===== src/rtl/sw_duty_conditioner.sv =====
// Switch conditioner for the PWM duty input: 2-FF synchroniser, whole-vector
// debounce, and duty updates applied only on PWM period boundaries (optionally slew-limited).
module sw_duty_conditioner #(
    parameter int W          = 4,
    parameter int DEB_CYCLES = 50000,
    parameter int SLEW       = 1
) (
    input  logic         clk,
    input  logic         rst_n,
    input  logic [W-1:0] sw_raw,
    input  logic         period_tick,
    output logic [W-1:0] sw,
    output logic         sw_upd,
    output logic         settled
);

    localparam int CW = $clog2(DEB_CYCLES);
    localparam logic [CW-1:0] CNT_MAX = CW'(DEB_CYCLES - 1);

    logic [W-1:0]  s1_r;
    logic [W-1:0]  s2_r;
    logic [W-1:0]  cand_r;
    logic [W-1:0]  stable_r;
    logic [CW-1:0] cnt_r;
    logic [W-1:0]  sw_r;
    logic          sw_upd_r;

    logic [W-1:0]  cand_next_s;
    logic [W-1:0]  stable_next_s;
    logic [CW-1:0] cnt_next_s;
    logic [W-1:0]  sw_next_s;

    // Debounce next-state: any differing sample restarts the count; the count saturates at the limit.
    always_comb begin
        cand_next_s   = cand_r;
        cnt_next_s    = cnt_r;
        stable_next_s = stable_r;
        if (s2_r != cand_r) begin
            cand_next_s = s2_r;
            cnt_next_s  = {CW{1'b0}};
        end else if (cnt_r < CNT_MAX) begin
            cnt_next_s = cnt_r + CW'(1);
        end else begin
            stable_next_s = cand_r;
        end
    end

    // Duty next-state: only a period tick may move sw, always using the pre-edge stable value.
    always_comb begin
        sw_next_s = sw_r;
        if (period_tick) begin
            if (SLEW != 0) begin
                if (sw_r < stable_r) begin
                    sw_next_s = sw_r + W'(1);
                end else if (sw_r > stable_r) begin
                    sw_next_s = sw_r - W'(1);
                end else begin
                    sw_next_s = sw_r;
                end
            end else begin
                sw_next_s = stable_r;
            end
        end else begin
            sw_next_s = sw_r;
        end
    end

    // State registers: synchroniser, debounce, duty code and update pulse.
    always_ff @(posedge clk or negedge rst_n) begin
        if (!rst_n) begin
            s1_r     <= {W{1'b0}};
            s2_r     <= {W{1'b0}};
            cand_r   <= {W{1'b0}};
            cnt_r    <= {CW{1'b0}};
            stable_r <= {W{1'b0}};
            sw_r     <= {W{1'b0}};
            sw_upd_r <= 1'b0;
        end else begin
            s1_r     <= sw_raw;
            s2_r     <= s1_r;
            cand_r   <= cand_next_s;
            cnt_r    <= cnt_next_s;
            stable_r <= stable_next_s;
            sw_r     <= sw_next_s;
            sw_upd_r <= (sw_next_s != sw_r);
        end
    end

    assign sw      = sw_r;
    assign sw_upd  = sw_upd_r;
    assign settled = (sw_r == stable_r);

endmodule


===== config.mk =====
export PLATFORM = sky130hd
export DESIGN_NAME = sw_duty_conditioner
export DESIGN_NICKNAME = d
export VERILOG_FILES = /design/src/rtl/sw_duty_conditioner.sv
export SDC_FILE = /design/constraint.sdc
export NUM_CORES = 1
export LEC_CHECK = 0
export BUFFER_PORTS_ARGS = -buffer_cell sky130_fd_sc_hd__buf_2
export CAP_MARGIN = 15
export CORE_MARGIN = 2
export CORE_UTILIZATION = 45
export DETAILED_ROUTE_END_ITERATION = 8
export HOLD_SLACK_MARGIN = 0.15
export PLACE_DENSITY = 0.7
export SLEW_MARGIN = 10
export SYNTH_ARGS = -nofsm -noshare
export SYNTH_HDL_FRONTEND = slang
export SYNTH_SLANG_ARGS = --single-unit

===== constraint.sdc =====
create_clock -name clk -period 2.13 [get_ports clk]
set_input_delay 0.213 -clock clk [delete_from_list [all_inputs] [get_ports clk]]
set_output_delay 0.213 -clock clk [all_outputs]
set_load 0.02 [all_outputs]

-- Word level (Yosys, flattened, before mapping)
Index checks and enable logic that the tools add are counted.
- output and inout port bits: 6
- input port bits: 7
- register bits: 37
- multiplexer cells: 5
- reductions and logical operators: 2
- $lt $le $gt $ge: 3
- bitwise operators: 2
- eq/ne operators: 3
- add/sub/neg operators: 3
- operators with widths (kind ; count):
    2-to-1 mux 16 bit ; 2
    adder 16 x 1 -> 16 bit, second input constant ; 1
    less-than comparator 16 bit, second input constant ; 1
    2-to-1 mux 4 bit ; 3
    != test 4 bit ; 2
    adder 4 x 1 -> 4 bit, second input constant ; 1
    == test 4 bit ; 1
    greater-than comparator 4 bit ; 1
    less-than comparator 4 bit ; 1
    subtractor 4 x 1 -> 4 bit, second input constant ; 1
    inverter 1 bit ; 2
    AND reduction 2 bit ; 1
    nonzero test 2 bit ; 1

-- Longest topological paths before layout
Gate-level depths: netlist of the first run.
- word-level depth: 5
- gate-level depth with buffers: 7
- mapped depth without buffers: 7

-- Worst setup path before layout of the first run
OpenSTA, ideal clock, no wires.
- kind: reg2reg
- start point: register cnt_r[0]
- end point: register cnt_r[14]
- data required time: 2.048 ns
- arrival: 2.055 ns
- slack: -0.007 ns
- cell stages (with the launch flop): 7
- path through: dfrtp_1 ha_1 a311o_1 a211oi_2 o211ai_2 or4_1 a21oi_1
- longest elaborated chain between the ends: 3
- RTL lines (element ; RTL line ; text):
    start, declared ; 24 ; logic [CW-1:0] cnt_r;
    start signal, assigned ; 74 ; cnt_r <= {CW{1'b0}};
    start signal, assigned ; 82 ; cnt_r <= cnt_next_s;
    adder 16 x 1 -> 16 bit ; 42 ; cnt_next_s = cnt_r + CW'(1);
    2-to-1 mux 16 bit ; 41 ; end else if (cnt_r < CNT_MAX) begin
    2-to-1 mux 16 bit ; 38 ; if (s2_r != cand_r) begin
Parallel ways exist; a longest one is shown, timed or not. The select of a mux whose other input is x is not followed.
A chain may end at the register's enable or synchronous reset.

-- Final worst setup path of the first run
- start point: register cnt_r[10]
- end point: register cnt_r[10]
Same word-level chain as after synthesis.

==> results of run 1 <==
logic make-up after synthesis:
family,after synthesis
flip-flops,37
AND/OR/NAND/NOR,45
multiplexers,4
buffers and inverters,15
adder cells (fa/ha/maj),7
XOR/XNOR,16
AO/OA/AOI/OAI,35
power by group through the flow:
stage | Combinational, mW | Clock (mW) | Sequential [mW]
2_1_floorplan | 0.272 | 0 | 0.878
3_3_place_gp | 0.424 | 0 | 0.831
3_5_place_dp | 0.449 | 0 | 0.837
4_1_cts | 0.461 | 0.628 | 0.823
5_1_grt | 0.509 | 0.652 | 0.833
6_report | 0.460 | 0.612 | 0.822
through the flow:
step	instance area, um^2	TNS [ns]
finish	2120	0
global placement	1880	0
floorplan	1700	0
global route	2120	-0.103
detailed placement	1880	-0.0118
CTS	2080	0
how the worst min path moves through the flow:
| stage | start | endpoint | slack (ns) | depth (start not counted) |
|---|---|---|---|---|
| after detailed placement | sw_raw[2] | s1_r[2] | 0.32 | 1 |
| after global routing | s1_r[2] | s2_r[2] | 0.37 | 0 |
| after global placement | sw_raw[0] | s1_r[0] | 0.32 | 1 |
| final | s1_r[0] | s2_r[0] | 0.35 | 0 |
| after CTS | s1_r[0] | s2_r[0] | 0.35 | 0 |
| after floorplan | rst_n | cand_r[0] | -0.08 | 0 |
worst reg2reg max path, stage by stage (launching register included):
cell	delay (ns)
dfrtp_1	0.38
or4_4	0.57
a211oi_4	0.30
o211ai_2	0.14
buf_4	0.16
or3_1	0.33
a21oi_1	0.15
cell usage in the layout (no fill, tap or decap), types with 2 or more instances in the layout:
cell and n:
dfrtp_1 37, buf_4 16, nand2_1 13, nor2_1 13, buf_2 12, xor2_1 11
o21ai_0 10, inv_1 8, a21oi_1 8, ha_1 6, dlygate4sd3_1 6, nand4_1 5
xnor2_1 5, o2111ai_1 5, clkbuf_8 5, or3_1 4, nand3_1 3, mux2i_1 3
or4_4 2, and3_1 2, nor3_1 2
sequential cells by signal, summed over array words and instances, names as in the netlist:
name / cells
cnt_r: 16
sw: 4
sw_upd: 1
cand_r: 4
s2_r: 4
s1_r: 4
stable_r: 4
layout make-up:
class	count	area share, %
Sequential cell	37	43.7
Multi-Input combinational cell	107	35.2
Clock inverter	3	2.19
Clock buffer	5	3.25
Inverter	8	1.42
Tap cell	48	2.84
Timing Repair Buffer	34	11.3
per-layer routing:
layer	share of wire [%]	global-route usage, %	wire length, um
met1	44	21.2	1510
met2	50	30.5	1710
met3	3.8	4.62	129
met4	2.2	7.29	76
met5	0	0	0
what timing repair did:
item | 4_1_cts | 5_1_grt
endpoints found under the setup margin | 4 | 16
hold buffers | 6 | 0
setup buffers | 3 | 2
endpoints found under the hold margin | 42 | 0
pin swaps | 3 | 7
gates resized for setup | 1 | 5
==> run summary, run 1 <==
Max frequency - 0.472 GHz
Outcome - completed
Ports - 13
Asr flop ratio synth - 100%
Endpoints failing setup - 0
Simple-Gate Fraction of Synth Area - 12.7%
Share of cells above drive strength 1 - 23.2%
EDFF count, synth - 0
TritonCTS clock tree - yes
Power Internal - 1.30 mW
Drt total wl - 3420 um
Gr ovfl total - 0
Crit. Startpoint - cnt_r[10]
Slew Limit Headroom - 47.8%
Final worst setup slack - 0.0128 ns
Mean area per synthesized cell - 10.7 um^2
Post-DP HPWL - 2240 um
Sw Ratio - 31.2%
Hold WS - 0.350 ns
Final Skew - 0.00494 ns
Core box area - 0.00366 mm^2
Actual slew at the worst max-slew pin - 0.784 ns
Global-route wire length before repair - 5740 um
Setup crit start kind - register
CP max-delay cell - or4_4
Register area share after synthesis - 54.4%
Top delay family on crit path - simple AND/OR/NAND/NOR gates
Final period util - 99.4%
Worst setup path endpoint - cnt_r[10]
Largest family of logic cells by synthesized area - compound AO/OA/AOI/OAI gates
Total Power - 1.89 mW
R2r endpoint - cnt_r[10]
Flop pwr share - 43.4%
Placed Cells - 224
Clock power frac - 32.3%
Crit Path Max Fanout - 5
Max VDD drop - 0.497 mV
Logic pwr share - 24.3%
Max clock buf depth - 2
DRC Markers - 0
CP Data Required Time - 2.34 ns
Synth Area in XOR/XNOR - 8.23%
Largest stage delay, worst path - 0.57 ns
FF-to-FF Start - cnt_r[10]
Clock latency at the later pin of the worst-skew pair - 0.29 ns
Final ANT Viol Nets - 0
Vias after detailed routing - 1,294
ANT cells - 0
Chip Height - 65.5 um
Layout area overhead - 24.3%
FP Rows - 22
Cell Area, Synth - 0.00170 mm^2
Reg2reg path depth - 6
CP Capture Type - register
Vias in the first global route - 1,328
Synth Area in Adders - 5.14%
Multi-input logic area - 746 um^2
Largest net degree at the start of global routing - 38
Place WS - -0.0118 ns
Post-synth top cells - dfrtp_1 (37), nand2_1 (13), nor2_1 (13)
Hold Crit Class - register to register
Die W - 65.5 um
Synth area leaders - dfrtp_1 (54%), xor2_1 (5.7%), ha_1 (5.1%)
Synth top area share - 54.4%
TritonCTS Buffers - 5
Dominant synthesized flop cell - dfrtp_1
Via/cell ratio - 5.35
Initial antenna violation count - 0
Kind of critical path - register to register
Max-slew violations - 0
DRT iter0 DRCs - 59
RSZ-0062 raised after global routing - yes
Critical-path cell list - or4_4, a211oi_4, o211ai_2, buf_4, or3_1, a21oi_1
1st-pass router iterations - 4
Ys Warns - 0
Final Non-Filler Cells - 242
Nets@finish - 207
Stages on the worst setup path - 6
Area leader, netlist - dfrtp_1
Flop2flop setup slack - 0.01 ns
Proportion of synthesized area in mux cells - 2.42%
Mapped Cells - 159
Area fraction in compound gates after synthesis - 13.7%
Hold Vio Cnt, Final - 0
Final Wtd Congestion - 0.857
Sw Pwr - 591 uW
Final Core Density - 57.8%
Yosys cell types - 31
Top-count cell post-synth - dfrtp_1
Worst Path Buf+Inv - 1
Filler cells - 300
Yosys reg bits - 37
Post-Syn Nets - 173
Clk root buf - clkbuf_8
Arr. time, crit path - 2.33 ns
DR WL/cell - 14.1 um
CTS H-tree lvls - 2
Tmin final - 2.12 ns
Max-Cap Viols - 0
Clk slew on worst S/H paths - 0.07 ns
Sink Count - 37
Register Area - 926 um^2
Initial Utilization - 46.5%
Pwr dens - 894 mW/mm^2
I/O Buffers - 12
Global Route Usage Sum - 17.8%
Lkg Pwr - 0.934 nW
Die ar. - 0.00429 mm^2
Power figures use the tool's default switching activity.
==> inputs of run 2 (changes only) <==
--- a/config.mk
+++ b/config.mk
@@ -7,11 +7,13 @@
 export LEC_CHECK = 0
 export BUFFER_PORTS_ARGS = -buffer_cell sky130_fd_sc_hd__buf_2
 export CAP_MARGIN = 15
+export CELL_PAD_IN_SITES_DETAIL_PLACEMENT = 1
+export CELL_PAD_IN_SITES_GLOBAL_PLACEMENT = 2
 export CORE_MARGIN = 2
-export CORE_UTILIZATION = 45
+export CORE_UTILIZATION = 35
 export DETAILED_ROUTE_END_ITERATION = 8
 export HOLD_SLACK_MARGIN = 0.15
-export PLACE_DENSITY = 0.7
+export PLACE_DENSITY = 0.79
 export SLEW_MARGIN = 10
 export SYNTH_ARGS = -nofsm -noshare
 export SYNTH_HDL_FRONTEND = slang
==> run summary, run 2 (same netlist as run 1, synthesis figures left out) <==
Vias after detailed routing - 1,316 (+1.7%)
Hold Crit Class - input port to register
Chip Height - 73.8 um (+13%)
FF-to-FF Start - cnt_r[11]
Final ANT Viol Nets - 0 (unchanged)
Endpoints failing setup - 3 (+3)
Critical Path Most Common Cell - or4_4
Tmin final - 2.15 ns (+0.0338 ns)
Global Route Usage Sum - 16.1% (-1.7 points)
Core box area - 0.00469 mm^2 (+28%)
DRT iter0 DRCs - 68 (+15%)
Max VDD drop - 0.422 mV (-15%)
Final worst setup slack - -0.0209 ns (-0.0338 ns)
Hold Vio Cnt, Final - 0 (unchanged)
RSZ-0062 raised after global routing - yes
Largest net degree at the start of global routing - 38 (unchanged)
Final Non-Filler Cells - 250 (+3.3%)
CTS H-tree lvls - 2 (unchanged)
Max-Cap Viols - 0 (unchanged)
Die W - 73.8 um (+13%)
1st-pass router iterations - 4 (unchanged)
Register name with the most flops - cnt_r
Flop2flop setup slack - -0.02 ns (-0.03 ns)
Reg2reg path depth - 6 (unchanged)
Pwr dens - 827 mW/mm^2 (-7.5%)
Ports - 13 (unchanged)
Crit. Startpoint - cnt_r[11]
Actual slew at the worst max-slew pin - 0.825 ns (+0.0418 ns)
Placed Cells - 234 (+4.5%)
Filler cells - 528 (+76%)
Nets@finish - 209 (+0.97%)
Top delay family on crit path - simple AND/OR/NAND/NOR gates
Place WS - -0.0353 ns (-0.0235 ns)
DR WL/cell - 15.4 um (+9.2%)
Worst Path Buf+Inv - 1 (unchanged)
Die ar. - 0.00544 mm^2 (+27%)
Vias in the first global route - 1,423 (+7.2%)
Slew Limit Headroom - 45.0% (-2.8 points)
Lkg Pwr - 0.930 nW (-0.41%)
Max frequency - 0.465 GHz (-1.6%)
Post-DP HPWL - 2640 um (+18%)
Largest register FFs - 16 (unchanged)
Total Power - 1.78 mW (-6.2%)
Layout area overhead - 26.0%
Setup crit start kind - register
FP Rows - 25 (+14%)
Sink Count - 37 (unchanged)
R2r endpoint - cnt_r[14]
CP max-delay cell - or4_4
Failing checks - setup timing
Max-slew violations - 0 (unchanged)
Share of cells above drive strength 1 - 27.6% (+4.4 points)
Initial Utilization - 36.3% (-10 points)
Stages on the worst setup path - 6 (unchanged)
Outcome - finished with violations
Most frequent cells in the layout - dfrtp_1 (37), buf_4 (18), nand2_1 (13), nor2_1 (13), buf_2 (12)
Arr. time, crit path - 2.38 ns (+0.05 ns)
Max clock buf depth - 2 (unchanged)
TritonCTS Buffers - 5 (unchanged)
Worst setup path endpoint - cnt_r[14]
Clk root buf - clkbuf_8
Initial antenna violation count - 0 (unchanged)
Critical-path cell list - or4_4, o211ai_1, buf_4, o211ai_4, or4_4, a21oi_2
Via/cell ratio - 5.26 (-1.6%)
Final Skew - 0.00707 ns (+0.00213 ns)
DRC Markers - 0 (unchanged)
CP Data Required Time - 2.36 ns (+0.02 ns)
Largest stage delay, worst path - 0.54 ns (-0.03 ns)
Gr ovfl total - 0 (unchanged)
TritonCTS clock tree - yes
Global-route wire length before repair - 6620 um (+15%)
Clk slew on worst S/H paths - 0.08 ns (about the same)
Design area - 0.00215 mm^2 (+1.4%)
Final Wtd Congestion - 0.830 (-3.2%)
I/O Buffers - 12 (unchanged)
Post-DP Area - 0.00192 mm^2 (+2.0%)
Final period util - 101% (+1.6 points)
CP Capture Type - register
ANT cells - 0 (unchanged)
Crit Path Max Fanout - 2 (-3)
Clock latency at the later pin of the worst-skew pair - 0.29 ns (about the same)
Kind of critical path - register to register
Drt total wl - 3860 um (+13%)
Commonest non-fill, non-tap cell in the layout - dfrtp_1
==> run 2: how the worst min path moves through the flow <==
stage | from | to | depth (start not counted)
after floorplan | rst_n | cand_r[0] | 0
after global placement | sw_raw[1] | s1_r[1] | 1
after detailed placement | sw_raw[1] | s1_r[1] | 1
after CTS | period_tick | sw[1] | 2
after global routing | period_tick | sw[1] | 2
final | period_tick | sw[1] | 2
==> run 2: power breakdown <==
group          internal (mW)  switching, mW  total (mW)  leakage [nW]
combinational          0.191          0.263       0.454         0.407
clock                  0.236          0.262       0.498        0.0447
sequential             0.760         0.0644       0.824         0.478
==> run 2: area by class of cell <==
class / instances / area, um^2 / share of cell area [%]
Tap cell: 54 / 67.6 / 3.15
Multi-Input combinational cell: 107 / 772 / 36.0
Clock buffer: 5 / 68.8 / 3.21
Inverter: 8 / 30.0 / 1.40
Sequential cell: 37 / 926 / 43.1
Timing Repair Buffer: 36 / 256 / 12.0
Clock inverter: 3 / 25.0 / 1.17
==> run 2: stage by stage <==
stage                     TNS [ns]  hold WS (ns)  util (%)
after floorplan                  0       -0.0826         -
after global placement           0         0.321      41.0
after detailed placement   -0.0353         0.325      41.0
after CTS                        0         0.182      44.6
after global routing        -0.890         0.192      45.7
final                      -0.0340         0.185      45.7
==> run 2: what timing repair did <==
| action | CTS | global route |
|---|---|---|
| resized for setup | 1 | 12 |
| hold buffers | 5 | 0 |
| setup endpoints to repair | 1 | 11 |
| pin swaps | 3 | 11 |
| setup buffers | 3 | 1 |
| endpoints found under the hold margin | 41 | 0 |
==> run 2: metal layers <==
layer	routed length, um	global-route usage, %	up-vias	share of wire, %
met1	1620	18.9	654	42
met4	106	5.45	0	2.7
met5	0	0	-	0
li1	-	-	628	-
met2	2020	28.4	24	52
met3	108	4.12	10	2.8
==> inputs of run 3 (changes only) <==
--- a/config.mk
+++ b/config.mk
@@ -5,13 +5,13 @@
 export SDC_FILE = /design/constraint.sdc
 export NUM_CORES = 1
 export LEC_CHECK = 0
-export BUFFER_PORTS_ARGS = -buffer_cell sky130_fd_sc_hd__buf_2
 export CAP_MARGIN = 15
 export CELL_PAD_IN_SITES_DETAIL_PLACEMENT = 1
 export CELL_PAD_IN_SITES_GLOBAL_PLACEMENT = 2
 export CORE_MARGIN = 2
-export CORE_UTILIZATION = 35
+export CORE_UTILIZATION = 37
 export DETAILED_ROUTE_END_ITERATION = 8
+export DONT_BUFFER_PORTS = 1
 export HOLD_SLACK_MARGIN = 0.15
 export PLACE_DENSITY = 0.79
 export SLEW_MARGIN = 10
==> run summary, run 3 (same netlist as run 1, synthesis figures left out) <==
Crit. Startpoint - cnt_r[11]
Nets@finish - 204 (-2.4%)
Die ar. - 0.00516 mm^2 (-5.1%)
Hold Vio Cnt, Final - 0 (unchanged)
Chip Height - 71.8 um (-2.6%)
Drt total wl - 4020 um (+4.0%)
ANT cells - 0 (unchanged)
RSZ-0062 raised after global routing - yes
Flop pwr share - 45.0% (-1.4 points)
Core box area - 0.00438 mm^2 (-6.6%)
Most frequent cells in the layout - dfrtp_1 (37), buf_4 (21), nand2_1 (13), nor2_1 (13), xor2_1 (11)
Share of cells above drive strength 1 - 25.1% (-2.4 points)
Design area - 0.00216 mm^2 (+0.76%)
CP Capture Type - register
Clock power frac - 29.0% (+1.0 points)
Tmin final - 2.15 ns (+0.00246 ns)
CP max-delay cell - or4_4
Flop2flop setup slack - -0.02 ns (about the same)
1st-pass router iterations - 4 (unchanged)
Crit Path Max Fanout - 4 (+2)
Final ANT Viol Nets - 0 (unchanged)
Arr. time, crit path - 2.38 ns (about the same)
Largest net degree at the start of global routing - 38 (unchanged)
CP Data Required Time - 2.36 ns (about the same)
Gr ovfl total - 0 (unchanged)
Clock latency at the later pin of the worst-skew pair - 0.30 ns (about the same)
Logic pwr share - 26.1% (+0.6 points)
Initial antenna violation count - 0 (unchanged)
Max frequency - 0.464 GHz (-0.11%)
FF-to-FF Start - cnt_r[11]
FP Rows - 24 (-4.0%)
CTS H-tree lvls - 2 (unchanged)
Power Internal - 1.19 mW (+0.55%)
Sw Pwr - 616 uW (+4.6%)
Ports - 13 (unchanged)
Worst setup path endpoint - cnt_r[13]
Max-slew violations - 0 (unchanged)
DR WL/cell - 16.5 um (+7.0%)
Setup crit start kind - register
Die W - 71.8 um (-2.6%)
Critical-path cell list - or4_4, o211ai_1, buf_4, o21ai_2, or3_1, a21oi_1
Filler cells - 482 (-8.7%)
Clk slew on worst S/H paths - 0.08 ns (about the same)
Pwr dens - 837 mW/mm^2 (+1.1%)
Total Power - 1.81 mW (+1.9%)
Via/cell ratio - 5.38 (+2.2%)
Global-route wire length before repair - 6690 um (+1.0%)
DRC Markers - 0 (unchanged)
Lkg Pwr - 0.933 nW (+0.34%)
Endpoints failing setup - 4 (+1)
TritonCTS clock tree - yes
Max-Cap Viols - 0 (unchanged)
Vias after detailed routing - 1,307 (-0.68%)
Actual slew at the worst max-slew pin - 0.478 ns (-0.347 ns)
Largest register FFs - 16 (unchanged)
Layout area overhead - 27.0%
Final worst setup slack - -0.0234 ns (-0.00246 ns)
Hold Crit Class - input port to register
Max VDD drop - 0.494 mV (+17%)
Commonest non-fill, non-tap cell in the layout - dfrtp_1
Register name with the most flops - cnt_r
Reg2reg path depth - 6 (unchanged)
Sink Count - 37 (unchanged)
TritonCTS Buffers - 5 (unchanged)
Place WS - -0.000997 ns (+0.0343 ns)
Initial Utilization - 38.8% (+2.5 points)
Kind of critical path - register to register
Post-DP HPWL - 2610 um (-0.93%)
Max clock buf depth - 2 (unchanged)
Multi-input logic area - 776 um^2 (+0.49%)
Sw Ratio - 34.1% (+0.88 points)
Largest stage delay, worst path - 0.57 ns (+0.03 ns)
Slew Limit Headroom - 67.9% (+23 points)
Final Core Density - 49.3% (+3.6 points)
Final period util - 101% (+0.12 points)
Post-DP Area - 0.00187 mm^2 (-2.5%)
Final Wtd Congestion - 0.788 (-5.0%)
Final setup TNS - -0.0355 ns (-0.00150 ns)
R2r endpoint - cnt_r[13]
Clk root buf - clkbuf_8
Register Area - 926 um^2 (unchanged)
Final Skew - 0.00718 ns (+0.000115 ns)
Vias in the first global route - 1,451 (+2.0%)
DRT iter0 DRCs - 36 (-47%)
Outcome - finished with violations
I/O Buffers - 0 (-12)
Failing checks - setup timing
Global Route Usage Sum - 17.3% (+1.2 points)
## run 3: metrics by stage
| step | hold WS [ns] | std cells |
|---|---|---|
| 2_1_floorplan | -0.0826 | 159 |
| 3_3_place_gp | -0.0817 | 222 |
| 3_5_place_dp | -0.0818 | 222 |
| 4_1_cts | 0.166 | 243 |
| 5_1_grt | 0.203 | 243 |
| 6_report | 0.176 | 243 |
## run 3: worst max-delay path, delay by kind of cell, from the launching register on
family	cells	cell delay, ns
buffers and inverters	1	0.21
DFF	1	0.40
AOI/OAI and AO/OA	3	0.54
and+or+nand+nor	2	0.93
## run 3: power by group through the flow
stage,Clock [mW],Combinational [mW],Sequential [mW]
4_1_cts,0.544,0.482,0.816
2_1_floorplan,0,0.272,0.878
3_3_place_gp,0,0.424,0.827
5_1_grt,0.564,0.545,0.820
3_5_place_dp,0,0.447,0.831
6_report,0.524,0.472,0.813
## run 3: repair_timing
action	in CTS	in global routing
setup endpoints to repair	5	14
gates resized for setup	1	16
hold buffers	7	0
setup buffers	6	0
endpoints found under the hold margin	43	0
pin swaps	3	12
## run 3: final cells by class
| type | instances | share of cell area [%] |
|---|---|---|
| clock buffer | 5 | 3.18 |
| timing repair buffer | 31 | 12.6 |
| sequential | 37 | 42.8 |
| inverter | 8 | 1.39 |
| multi-input combinational | 107 | 35.9 |
| clock inverter | 3 | 1.16 |
| tap | 52 | 3.01 |
## run 3: worst min path at each step
stage,from,endpoint,slack (ns),cells after the start
3_5_place_dp,rst_n,sw[3],-0.08,0
4_1_cts,period_tick,sw[1],0.17,3
2_1_floorplan,rst_n,cand_r[0],-0.08,0
5_1_grt,period_tick,sw[1],0.20,3
3_3_place_gp,rst_n,sw[2],-0.08,0
6_report,period_tick,sw[1],0.18,3
## run 3: layer usage
metal	global-route usage, %	part of all wire (%)
met1	19.5	42
met2	30.5	52
met3	3.52	2.6
met4	9.43	2.5
met5	0	0
